===== config.mk =====
export PLATFORM = sky130hd
export DESIGN_NAME = twiddle_cordic_gen
export DESIGN_NICKNAME = d
export VERILOG_FILES = /design/src/rtl/twiddle_cordic_gen.sv
export SDC_FILE = /design/constraint.sdc
export NUM_CORES = 1
export LEC_CHECK = 0
export BUFFER_PORTS_ARGS = -buffer_cell sky130_fd_sc_hd__buf_2
export CAP_MARGIN = 20
export CORE_ASPECT_RATIO = 1.4
export CORE_UTILIZATION = 45
export DETAILED_ROUTE_END_ITERATION = 10
export GPL_TIMING_DRIVEN = 0
export PLACE_DENSITY = 0.57
export SLEW_MARGIN = 0
export SYNTH_ARGS = -nofsm -noshare
export SYNTH_HDL_FRONTEND = slang
export SYNTH_SLANG_ARGS = --single-unit

===== constraint.sdc =====
create_clock -name clk -period 17.95 [get_ports clk]
set_clock_uncertainty 0.2 [all_clocks]
set_input_delay 2.6925 -clock clk [delete_from_list [all_inputs] [get_ports clk]]
set_output_delay 2.6925 -clock clk [all_outputs]
set_load 0.05 [all_outputs]

===== src/rtl/twiddle_cordic_gen.sv =====
// ---------------------------------------------------------------------------
// twiddle_cordic_gen
//
// Iterative CORDIC generator for the QFT controlled-phase rotation factors
// cos(2*pi/2^k) and sin(2*pi/2^k), delivered as signed Q1.10 (1.0 = 1024)
// to the cos_2p_by / sin_2p_by inputs of the complex multiplier stage.
//
// Optional feature macro: INVERSE_QFT_EN
//   When defined, adds the 'inv' input. inv=1 captured with k negates the
//   sine, giving the inverse-QFT angle -2*pi/2^k.
//
// Ports:
//   clk        in   system clock, rising edge
//   rst        in   synchronous, active-high reset
//   start      in   request pulse, only sampled while idle
//   k          in   rotation index 0..15 (angle = 2*pi/2^k)
//   inv        in   (INVERSE_QFT_EN only) negate the sine
//   busy       out  high in every non-idle state
//   done       out  one-cycle pulse; outputs are valid in the same cycle
//   cos_2p_by  out  signed Q1.10 cosine, held until the next done
//   sin_2p_by  out  signed Q1.10 sine, held until the next done
// ---------------------------------------------------------------------------
module twiddle_cordic_gen #(
  parameter int ITER  = 14,  // micro-rotations, 10..16
  parameter int GUARD = 4,   // extra fractional guard bits in x/y
  parameter int ANG_W = 16   // binary angle width, full turn = 2^ANG_W
) (
  input  logic               clk,
  input  logic               rst,
  input  logic               start,
  input  logic [3:0]         k,
`ifdef INVERSE_QFT_EN
  input  logic               inv,
`endif
  output logic               busy,
  output logic               done,
  output logic signed [11:0] cos_2p_by,
  output logic signed [11:0] sin_2p_by
);

  localparam int  XW = 12 + GUARD + 1;  // internal x/y width
  localparam int  OW = XW - GUARD;      // width after dropping guard bits
  localparam real PI = 3.14159265358979323846;

  localparam logic [2:0] S_IDLE = 3'd0;
  localparam logic [2:0] S_TRIV = 3'd1;
  localparam logic [2:0] S_LOAD = 3'd2;
  localparam logic [2:0] S_ROT  = 3'd3;
  localparam logic [2:0] S_FIN  = 3'd4;

  // Gain-compensated 1.0: starting at 1/K removes the CORDIC gain.
  localparam logic signed [XW-1:0] X_INIT =
    XW'($rtoi(0.6072529 * (2.0 ** (10 + GUARD)) + 0.5));
  localparam logic signed [XW-1:0] HALF   = XW'(1) << (GUARD - 1);
  localparam logic signed [OW-1:0] SAT_HI = OW'(2047);
  localparam logic signed [OW-1:0] SAT_LO = OW'(-2048);
  localparam logic signed [11:0]   ONE    = 12'sd1024;

  // atan(2^-i) in binary-angle units, rounded to nearest.
  function automatic logic signed [ANG_W:0] atan_entry(input int i);
    real a;
    a = $atan(1.0 / (2.0 ** i)) * (2.0 ** ANG_W) / (2.0 * PI);
    return (ANG_W + 1)'($rtoi(a + 0.5));
  endfunction

  // NOTE: the arctangent table is an elaboration-time constant ROM, so it
  // carries no reset and costs no flops.
  localparam logic signed [ANG_W:0] ATAN_TAB [16] = '{
    atan_entry(0),  atan_entry(1),  atan_entry(2),  atan_entry(3),
    atan_entry(4),  atan_entry(5),  atan_entry(6),  atan_entry(7),
    atan_entry(8),  atan_entry(9),  atan_entry(10), atan_entry(11),
    atan_entry(12), atan_entry(13), atan_entry(14), atan_entry(15)
  };

  // Round half-up by GUARD bits, optionally negate, then clamp to 12 bits.
  function automatic logic signed [11:0] round_sat(input logic signed [XW-1:0] v,
                                                   input logic neg);
    logic signed [OW-1:0] q;
    q = OW'((v + HALF) >>> GUARD);
    if (neg) q = -q;
    if (q > SAT_HI) return 12'sh7FF;
    if (q < SAT_LO) return 12'sh800;
    return q[11:0];
  endfunction

  logic [2:0]              state;
  logic [3:0]              k_q;
  logic                    neg_q;
  logic [3:0]              i_q;
  logic signed [XW-1:0]    x_q, y_q;
  logic signed [ANG_W:0]   z_q;

  logic signed [XW-1:0]    x_sh, y_sh, x_nxt, y_nxt;
  logic signed [ANG_W:0]   z_nxt;

  // One micro-rotation; direction follows the sign of the residual angle.
  // NOTE: every branch assigns every output of this block, so no latch
  // can be inferred.
  always_comb begin
    x_sh = x_q >>> i_q;
    y_sh = y_q >>> i_q;
    if (!z_q[ANG_W]) begin
      x_nxt = x_q - y_sh;
      y_nxt = y_q + x_sh;
      z_nxt = z_q - ATAN_TAB[i_q];
    end else begin
      x_nxt = x_q + y_sh;
      y_nxt = y_q - x_sh;
      z_nxt = z_q + ATAN_TAB[i_q];
    end
  end

  // NOTE: all state uses non-blocking assignments so every register
  // samples the pre-edge values, independent of statement order.
  always_ff @(posedge clk) begin
    if (rst) begin
      state     <= S_IDLE;
      k_q       <= '0;
      neg_q     <= 1'b0;
      i_q       <= '0;
      x_q       <= '0;
      y_q       <= '0;
      z_q       <= '0;
      cos_2p_by <= '0;
      sin_2p_by <= '0;
    end else begin
      case (state)
        S_IDLE: begin
          if (start) begin
            k_q <= k;
`ifdef INVERSE_QFT_EN
            neg_q <= inv;
`else
            neg_q <= 1'b0;
`endif
            state <= (k <= 4'd2) ? S_TRIV : S_LOAD;
          end
        end
        // Angles of 2*pi, pi and pi/2 lie outside CORDIC convergence;
        // their results are exact constants.
        S_TRIV: begin
          case (k_q)
            4'd0:    begin cos_2p_by <= ONE;  sin_2p_by <= '0; end
            4'd1:    begin cos_2p_by <= -ONE; sin_2p_by <= '0; end
            default: begin
              cos_2p_by <= '0;
              sin_2p_by <= neg_q ? -ONE : ONE;
            end
          endcase
          state <= S_FIN;
        end
        S_LOAD: begin
          x_q   <= X_INIT;
          y_q   <= '0;
          z_q   <= (ANG_W + 1)'(1) << (ANG_W - int'(k_q));
          i_q   <= '0;
          state <= S_ROT;
        end
        S_ROT: begin
          x_q <= x_nxt;
          y_q <= y_nxt;
          z_q <= z_nxt;
          i_q <= i_q + 4'd1;
          // Round the final rotation on its way into FIN so the outputs
          // are already valid in the cycle done is high.
          if (i_q == 4'(ITER - 1)) begin
            cos_2p_by <= round_sat(x_nxt, 1'b0);
            sin_2p_by <= round_sat(y_nxt, neg_q);
            i_q       <= '0;
            state     <= S_FIN;
          end
        end
        S_FIN:   state <= S_IDLE;
        default: state <= S_IDLE;
      endcase
    end
  end

  assign busy = (state != S_IDLE);
  assign done = (state == S_FIN);

endmodule

==> results.yml, run 1 <==
floorplan:
  die_height_um: 176
  start_util_pct: 45.9
  placementRows: 63
  die_w_um: 126
  ios: 33
  coreArea_sq_um: 21200
  die_area_sq_um: 22200
clock_network:
  cts.sinks: 86
  cts_buffers: 9
  htreeDepth: 3
  cts_max_path_buffers: 2
  clk_pin_slew_ns: 0.08
  cts_tree: "yes"
  cts_hold_buf: 0
  post_cts_resized: 0
  cts_setup_buffers: 0
  cts-root-buf: "clkbuf_16"
  clock_latency_ns: 0.37
sta:
  fin_crit_sh_pct: 47.3
  tns_ns: 0
  setup_viol: 0
  hold_viol: 0
  period_minus_slack_ns: 8.49
  max_clock_freq_mhz: 118
  rsz0062_at_grt: "no"
  max_slew_margin_pct: 23.3
  worst_pin_slew_ns: 1.12
  slew_violations: 0
global_route:
  antenna_found_initial: 0
  grt_util_met2_pct: 57.6
  use_met1_pct: 34.7
  grt_overflow: 0
  grt_max_degree: 18
  grt.total_usage_pct: 31.3
  grt_pass1_vias: 9665
  busiest_layer: "met2"
  met3_usage_pct: 3.78
  grt_pass1_wl_um: 53000
drt:
  drc: 0
  drt_wl_total_um: 34100
  drt_iter0_markers: 705
  wl_per_cell_um: 21.9
  num_vias: 9877
  viasPerCell: 6.33
  final_antenna_net_count: 0
  first_pass_iters: 5
power_and_ir_drop:
  leakagePower_nw: 4.11
  p_sw_share_pct: 51.6
  vdd_drop_max_v: 0.0000902
  p_clk_share_pct: 15.2
  p_int_w: 0.000627
  power.density_nw_per_um2: 123
  power_frac_comb_pct: 67.1
  p_sw_w: 0.000669
  seq_power_share_pct: 17.7
placement:
  dpl-instance-area_sq_um: 10200
  dpl.hpwl_um: 27100
  portBuffers: 32
  place.gp.congestion: 0.983
flow_run:
  drv_cap: 0
final_layout:
  mostFrequentLayoutCells: "nor2_1, nand2_1, a21oi_1, dfxtp_1, ha_1"
  final_cell_area_sq_um: 10500
  final_common_cell: "nor2_1"
  diodes: 0
  area_growth_pct: 8.15
  drive_gt1_share_pct: 10.1
  nets: 1367
  nFillCells: 2147
critical_path:
  r2r_start: "i_q[0]"
  critPathTopFamily: "compound AO/OA/AOI/OAI gates"
  r2r-end: "cos_2p_by[9]"
  end_kind: "flip-flop"
  r2r_cells: 25
  r2r_setup_slack_ns: 9.46
  critPathLaunch: "i_q[0]"
  cp.required_ns: 17.98
  worstPathBufferInverterCount: 5
  cpPeakStageDelay_ns: 0.60
  arrival_ns: 8.53
  cp_max_fo: 10
  critical_path_class: "reg -> reg"
  slowest_stage: "dfxtp_1"
  critPathLaunchType: "flip-flop"
outcome:
  status: "finished, final reports clean"
synth:
  synth_fa_ha_area_share_pct: 8.57
  synth_edf_count: 0
  synth_top_family_by_area: "compound AO/OA/AOI/OAI gates"
  ys_async_sr_fraction_pct: 0
  synthesis.nets: 1322
  ys_seq_elements: 86
  synth_compound_area_share_pct: 25.1
  yosys_warnings: 0
  syn_inst: 1251
  synth_top_flop_cell: "dfxtp_1"
  netlist_area_sq_um: 9720
  synth-seq-area-share_pct: 17.7
  synth-xor-area-share_pct: 8.45
  synthMuxAreaShare_pct: 11.7
  postSynthAreaPerCell_sq_um: 7.77
  yosysUniqueCellTypes: 86
  synthSimpleGateAreaFrac_pct: 23.6
min_path:
  min_from: "z_q[0]"
  hold_end: "z_q[0]"
  min_path_type: "reg -> reg"
  hold_depth: 2
-- final cells by class --
type	instances	area [sq um]	share of cell area, %
Multi-Input combinational cell	1048	7530	71.7
Sequential cell	86	1720	16.4
Tap cell	260	325	3.09
Buffer	74	307	2.92
Clock buffer	9	225	2.14
Timing Repair Buffer	34	178	1.69
Inverter	43	161	1.53
Clock inverter	7	62.6	0.595
-- through the flow --
step	setup slack, ns	power (W)	utilization (%)	hold WS [ns]	instances
3_5_place_dp	9.23	0.00109	48.2	0.250	1544
3_3_place_gp	9.16	0.00108	48.1	0.246	1543
2_1_floorplan	11.09	0.000874	-	0.236	1251
4_1_cts	9.17	0.00129	49.5	0.260	1560
5_1_grt	8.80	0.00139	49.6	0.306	1561
6_report	9.46	0.00130	49.6	0.257	1561
-- cells in the mapped netlist (17+ instances only) --
cell type	n	area, sq um
nor2_1	142	533
nand2_1	115	432
a21oi_1	95	475
dfxtp_1	86	1720
ha_1	61	763
xnor2_1	60	526
clkbuf_1	51	191
o21ai_0	47	235
nor3_1	45	225
inv_1	41	154
mux4_2	36	811
xor2_1	32	280
o211ai_1	26	195
nand3_1	24	120
a211oi_1	23	173
a31oi_1	23	144
a21o_1	21	158
nor2b_1	20	125
a22oi_1	19	143
nand2b_1	19	119
and2_1	17	106
-- power groups by stage --
stage / Sequential [W] / Clock (W) / Combinational, W
floorplan: 0.000229 / 0 / 0.000646
global placement: 0.000233 / 0 / 0.000851
detailed placement: 0.000234 / 0 / 0.000858
CTS: 0.000229 / 0.000198 / 0.000865
global route: 0.000232 / 0.000205 / 0.000955
finish: 0.000230 / 0.000197 / 0.000870
-- worst max-delay path by stage --
stage,cells after the start,endpoint
after floorplan,23,sin_2p_by[3]
after global placement,25,cos_2p_by[6]
after detailed placement,25,cos_2p_by[9]
after CTS,25,cos_2p_by[3]
after global routing,25,cos_2p_by[3]
final,25,cos_2p_by[9]
-- logic make-up after synthesis --
group                    after synthesis
XOR/XNOR                              93
AND/OR/NAND/NOR                      468
buffers and inverters                117
flip-flops                            86
adder cells (fa/ha/maj)               65
multiplexers                          63
AO/OA/AOI/OAI                        359
-- layer usage --
metal / vias up / share of wire, %
met2: 283 / 51
met5: - / 0
met3: 85 / 4.4
met1: 4744 / 39
met4: 0 / 5.0
li1: 4765 / -
-- state kept, by name (all words and copies together), names as in the netlist --
| register | flops |
|---|---|
| x_q | 17 |
| y_q | 17 |
| z_q | 17 |
| cos_2p_by | 12 |
| sin_2p_by | 12 |
| i_q | 4 |
| k_q | 4 |
| state | 3 |
-- worst reg2reg max path, stage by stage, from the launching register on --
cell and delay (ns):
dfxtp_1 0.60, buf_6 0.24, buf_2 0.31, buf_2 0.34, buf_1 0.59, mux4_2 0.59, nand2_1 0.09, a21oi_1 0.09
a21oi_1 0.45, ha_1 0.31, nand2_1 0.07, o32ai_1 0.51, nor2_1 0.11, xnor2_1 0.16, ha_1 0.41, o21ai_0 0.15
a2111oi_0 0.52, a311oi_1 0.22, nor2b_1 0.24, nand4_1 0.19, or4_1 0.51, clkbuf_1 0.18, o31ai_1 0.53, nor3b_1 0.16
o31ai_4 0.44, o211ai_1 0.16
(Power assumes the default switching activity.)
==> run 2: changes to the inputs <==
- clock period: 17.95 -> 8.8 ns (I/O delays scaled with it)
==> run 2 against run 1 <==
Against the previous run: register-to-register slack worse by 8.8 ns; global-route usage stayed put; clock power is 100% higher; via count is 0.57% higher; largest power group unchanged; first-iteration DRC count is 9.5% lower; utilization hardly changed; largest cell class unchanged; sequential share of layout area hardly changed; flip-flop and latch count stayed put; hold slack hardly changed; critical path depth is 1 higher; sequential power is 100% higher; combinational power is 100% higher.
==> results.yml, run 2 (synthesis results as in run 1) <==
outcome:
  status: "finished, final reports clean"
clock_network:
  cts_max_path_buffers: 2
  clk_pin_slew_ns: 0.07
  clock_latency_ns: 0.37
  cts_tree: "yes"
  htreeDepth: 3
  cts_hold_buf: 0
  cts.sinks: 86
  cts_buffers: 9
  cts-root-buf: "clkbuf_16"
  cts_setup_buffers: 0
drt:
  wl_met2_um: 17500
  final_antenna_net_count: 0
  first_pass_iters: 5
  wl_per_cell_um: 21.9
  drt_wl_total_um: 34200
  routed-wl-met3_um: 1560
  drt_iter0_markers: 638
  met1_length_um: 13400
  viasPerCell: 6.36
  num_vias: 9933
  top_layer: "met4"
  drc: 0
global_route:
  grt_pass1_wl_um: 53000
  grt.total_usage_pct: 31.3
  antenna_found_initial: 0
  grt_max_degree: 18
  grt_pass1_vias: 9665
  grt_overflow: 0
floorplan:
  start_util_pct: 45.9
  coreArea_sq_um: 21200
  die_w_um: 126
  die_area_sq_um: 22200
  ios: 33
  die_height_um: 176
  placementRows: 63
power_and_ir_drop:
  power.density_nw_per_um2: 252
  finalPower_w: 0.00265
  leakagePower_nw: 4.11
  vdd_drop_max_v: 0.000184
min_path:
  min_path_type: "reg -> reg"
sta:
  worst_pin_slew_ns: 1.12
  period_minus_slack_ns: 8.12
  tns_ns: 0
  max_slew_margin_pct: 23.2
  slew_violations: 0
  hold_viol: 0
  max_clock_freq_mhz: 123
  rsz0062_at_grt: "no"
  fin_crit_sh_pct: 92.2
  worst_slack_ns: 0.682
  setup_viol: 0
critical_path:
  cp.required_ns: 8.83
  end_kind: "flip-flop"
  arrival_ns: 8.15
  critPathLaunchType: "flip-flop"
  cp_max_fo: 10
  r2r_setup_slack_ns: 0.68
  critical_path_class: "reg -> reg"
final_layout:
  seq_area_sq_um: 1720
  diodes: 0
  multi_input_area_sq_um: 7540
  area_growth_pct: 8.24
  final_common_cell: "nor2_1"
  drive_gt1_share_pct: 10.3
  nets: 1367
  top_regs: "x_q: 17 flops, y_q: 17 flops, z_q: 17 flops"
  mostFrequentLayoutCells: "nor2_1, nand2_1, a21oi_1, dfxtp_1, ha_1"
  nFillCells: 2147
placement:
  place.gp.congestion: 0.983
  dpl.hpwl_um: 27100
  dp_slack_ns: 0.0792
  portBuffers: 32
flow_run:
  drv_cap: 0
-- run 2: cell types whose count changed in the layout (fill, tap and decap cells not counted) --
cell / before / now
o32ai_1: 1 / 0
buf_1: 13 / 12
clkbuf_2: 0 / 1
o32ai_2: 0 / 1
-- run 2: repair_timing --
item | CTS | global route
gates resized for setup | 0 | 2
endpoints found under the hold margin | 0 | 0
endpoints found under the setup margin | 0 | 19
-- run 2: final cells by class --
type                       count  area share, %
multi-input combinational   1048           71.7
sequential                    86           16.4
tap                          260           3.09
buffer                        74           2.92
clock buffer                   9           2.14
timing repair buffer          34           1.69
inverter                      43           1.53
clock inverter                 7          0.594
-- run 2: routing by layer --
layer	track usage (%)	up-vias
li1	-	4758
met1	34.7	4763
met2	57.6	313
met3	3.78	99
met4	17.3	0
met5	0	-
-- run 2: through the flow --
step / area, sq um / hold WS, ns / utilization [%] / instances
after global placement: 10200 / 0.246 / 48.1 / 1543
after CTS: 10500 / 0.260 / 49.5 / 1560
final: 10500 / 0.257 / 49.6 / 1561
after global routing: 10500 / 0.306 / 49.6 / 1561
after floorplan: 9720 / 0.236 / - / 1251
after detailed placement: 10200 / 0.250 / 48.2 / 1544
-- run 2: final timing paths --
kind | endpoint | depth (start not counted) | start
worst max-delay path | sin_2p_by[7] | 26 | i_q[0]
worst min-delay path | z_q[0] | 2 | z_q[0]
worst max register to register | sin_2p_by[7] | 26 | i_q[0]
worst min register to register | z_q[0] | 2 | z_q[0]
-- run 2: power breakdown --
part | switching (W) | leakage [nW] | internal, W | total, W
registers | 0.0000444 | 0.699 | 0.000424 | 0.000468
clock network | 0.000202 | 0.145 | 0.000200 | 0.000401
logic | 0.00112 | 3.27 | 0.000656 | 0.00178
total | 0.00137 | 4.11 | 0.00128 | 0.00265
-- run 2: worst max-delay path, cell delays in order, from the launching register on --
cell       delay, ns
dfxtp_1         0.61
buf_6           0.24
buf_2           0.31
buf_2           0.34
clkbuf_2        0.37
mux4_2          0.61
nand2_1         0.10
and3_1          0.16
a21oi_1         0.07
inv_1           0.10
ha_1            0.21
inv_1           0.09
a2111oi_4       0.33
a21oi_1         0.15
xnor2_1         0.22
ha_1            0.26
o21ai_0         0.14
nor2b_1         0.39
a211oi_1        0.10
a211oi_1        0.62
or3b_1          0.49
or4_1           0.51
clkbuf_1        0.22
nand2b_1        0.26
or4_1           0.56
nand3_2         0.18
o211ai_1        0.12
==> run 3: changes to the inputs <==
- BUFFER_PORTS_ARGS: -buffer_cell sky130_fd_sc_hd__buf_2 -> -buffer_cell sky130_fd_sc_hd__buf_4
==> run 3 against run 2 <==
Against the previous run: final cell count is essentially flat; clock power grew 12%; die area unchanged; sequential power is essentially flat; sequential share of layout area decreased by 0.19 points; hold slack better by 0.0030 ns; flip-flop and latch count unchanged; routed wire length is 0.90% lower; design area up 1.2%; global-route usage fell by 0.24 points; combinational power about the same; total power grew 2.3%; largest cell class unchanged.
==> results.yml, run 3 (synthesis results as in run 1) <==
outcome:
  status: "finished, final reports clean"
drt:
  drt_iter0_markers: 698
  drc: 0
  num_vias: 9861
  viasPerCell: 6.32
  drt_wl_total_um: 33900
  first_pass_iters: 5
  wl_per_cell_um: 21.7
  final_antenna_net_count: 0
global_route:
  grt_pass1_vias: 9595
  grt_overflow: 0
  grt_pass1_wl_um: 52900
  antenna_found_initial: 0
  grt_max_degree: 17
  grt.total_usage_pct: 31.1
power_and_ir_drop:
  vdd_drop_max_v: 0.000197
  finalPower_w: 0.00271
  leakagePower_nw: 4.11
  power.density_nw_per_um2: 254
clock_network:
  cts_tree: "yes"
  cts_max_path_buffers: 2
  clk_pin_slew_ns: 0.08
  cts_buffers: 9
  clock_latency_ns: 0.37
  cts_hold_buf: 0
  cts.sinks: 86
  htreeDepth: 3
  cts-root-buf: "clkbuf_16"
sta:
  period_minus_slack_ns: 8.24
  worst_pin_slew_ns: 1.04
  fin_crit_sh_pct: 93.7
  slew_violations: 0
  setup_viol: 0
  rsz0062_at_grt: "no"
  max_clock_freq_mhz: 121
  max_slew_margin_pct: 28.7
  tns_ns: 0
  hold_viol: 0
final_layout:
  multi_input_area_sq_um: 7550
  diodes: 0
  nets: 1366
  final_cell_area_sq_um: 10700
  top_regs: "x_q: 17 flops, y_q: 17 flops, z_q: 17 flops"
  area_growth_pct: 9.54
  fin_util_pct: 50.2
  mostFrequentLayoutCells: "nor2_1, nand2_1, a21oi_1, dfxtp_1, ha_1"
  final_common_cell: "nor2_1"
  nFillCells: 2164
  seq_area_sq_um: 1720
  fin_cells: 1560
  drive_gt1_share_pct: 10.4
floorplan:
  placementRows: 63
  die_area_sq_um: 22200
  die_w_um: 126
  start_util_pct: 45.9
  ios: 33
  die_height_um: 176
  coreArea_sq_um: 21200
placement:
  dpl.cell_count: 1544
  dpl.hpwl_um: 26700
  portBuffers: 32
  dpl-instance-area_sq_um: 10300
  place.gp.congestion: 1.01
critical_path:
  r2r_start: "i_q[0]"
  cpPeakStageDelay_ns: 0.62
  worstPathBufferInverterCount: 7
  critical_path_class: "reg -> reg"
  cp_max_fo: 10
  arrival_ns: 8.27
  end_kind: "flip-flop"
  r2r_setup_slack_ns: 0.56
  critPathTopFamily: "simple AND/OR/NAND/NOR gates"
  cp.required_ns: 8.82
  critPathLaunchType: "flip-flop"
  r2r_cells: 26
  r2r-end: "sin_2p_by[8]"
  slowest_stage: "mux4_2"
min_path:
  hold_depth: 2
  hold_end: "z_q[0]"
  min_path_type: "reg -> reg"
  min_from: "z_q[0]"
flow_run:
  drv_cap: 0
-- run 3: cell count changes in the layout (fill, tap and decap cells not counted) --
| cell | previous run | this run |
|---|---|---|
| buf_4 | 4 | 36 |
| o31ai_1 | 5 | 4 |
| buf_2 | 38 | 5 |
| a2111oi_2 | 0 | 1 |
| inv_8 | 2 | 1 |
| bufinv_16 | 0 | 2 |
| dlymetal6s2s_1 | 1 | 0 |
| a2111oi_0 | 5 | 4 |
| inv_6 | 4 | 3 |
| buf_1 | 12 | 13 |
| o31ai_2 | 0 | 1 |
| clkbuf_8 | 0 | 1 |
| clkinv_2 | 1 | 0 |
-- run 3: report_power, final --
| part | total, W | leakage [nW] | internal, W | switching [W] |
|---|---|---|---|---|
| Clock | 0.000451 | 0.166 | 0.000262 | 0.000189 |
| Combinational | 0.00179 | 3.25 | 0.000659 | 0.00113 |
| Sequential | 0.000467 | 0.699 | 0.000424 | 0.0000434 |
| Total | 0.00271 | 4.11 | 0.00135 | 0.00136 |
-- run 3: worst max-delay path by stage --
| stage | start | endpoint | depth (start not counted) |
|---|---|---|---|
| finish | i_q[0] | sin_2p_by[8] | 26 |
| floorplan | i_q[0] | sin_2p_by[3] | 23 |
| detailed placement | i_q[0] | cos_2p_by[6] | 25 |
| global placement | i_q[0] | cos_2p_by[6] | 24 |
| global route | i_q[0] | sin_2p_by[5] | 25 |
| CTS | i_q[0] | cos_2p_by[6] | 25 |
-- run 3: worst min-delay path, stage by stage, from the launching register on --
cell and delay (ns):
dfxtp_1 0.31, nand2_1 0.05, a21oi_1 0.05
-- run 3: repair_timing --
action | CTS | global route
setup buffers | 0 | 0
resized for setup | 1 | 5
setup endpoints to repair | 11 | 23
-- run 3: final cells by class --
cell class | instances | share of cell area (%)
multi-input cells | 1048 | 70.9
flip-flops and latches | 86 | 16.2
well taps | 260 | 3.05
plain buffers | 74 | 2.89
repair buffers | 33 | 2.29
clock buffers | 10 | 2.24
inverters | 43 | 1.52
clock inverters | 6 | 0.916
-- run 3: routing by layer --
metal | GRT usage, % | wire length [um] | vias to the layer above
li1 | - | - | 4750
met1 | 35.7 | 13400 | 4688
met2 | 54.2 | 16900 | 314
met5 | 0 | 0 | -
met4 | 18.9 | 1940 | 0
met3 | 4.54 | 1660 | 109
-- run 3: metrics by stage --
stage          setup slack, ns  hold WS [ns]
2_1_floorplan             1.94         0.236
3_3_place_gp            -0.248         0.245
3_5_place_dp            -0.163         0.249
4_1_cts                 0.0134         0.259
5_1_grt                 0.0565         0.279
6_report                 0.557         0.260
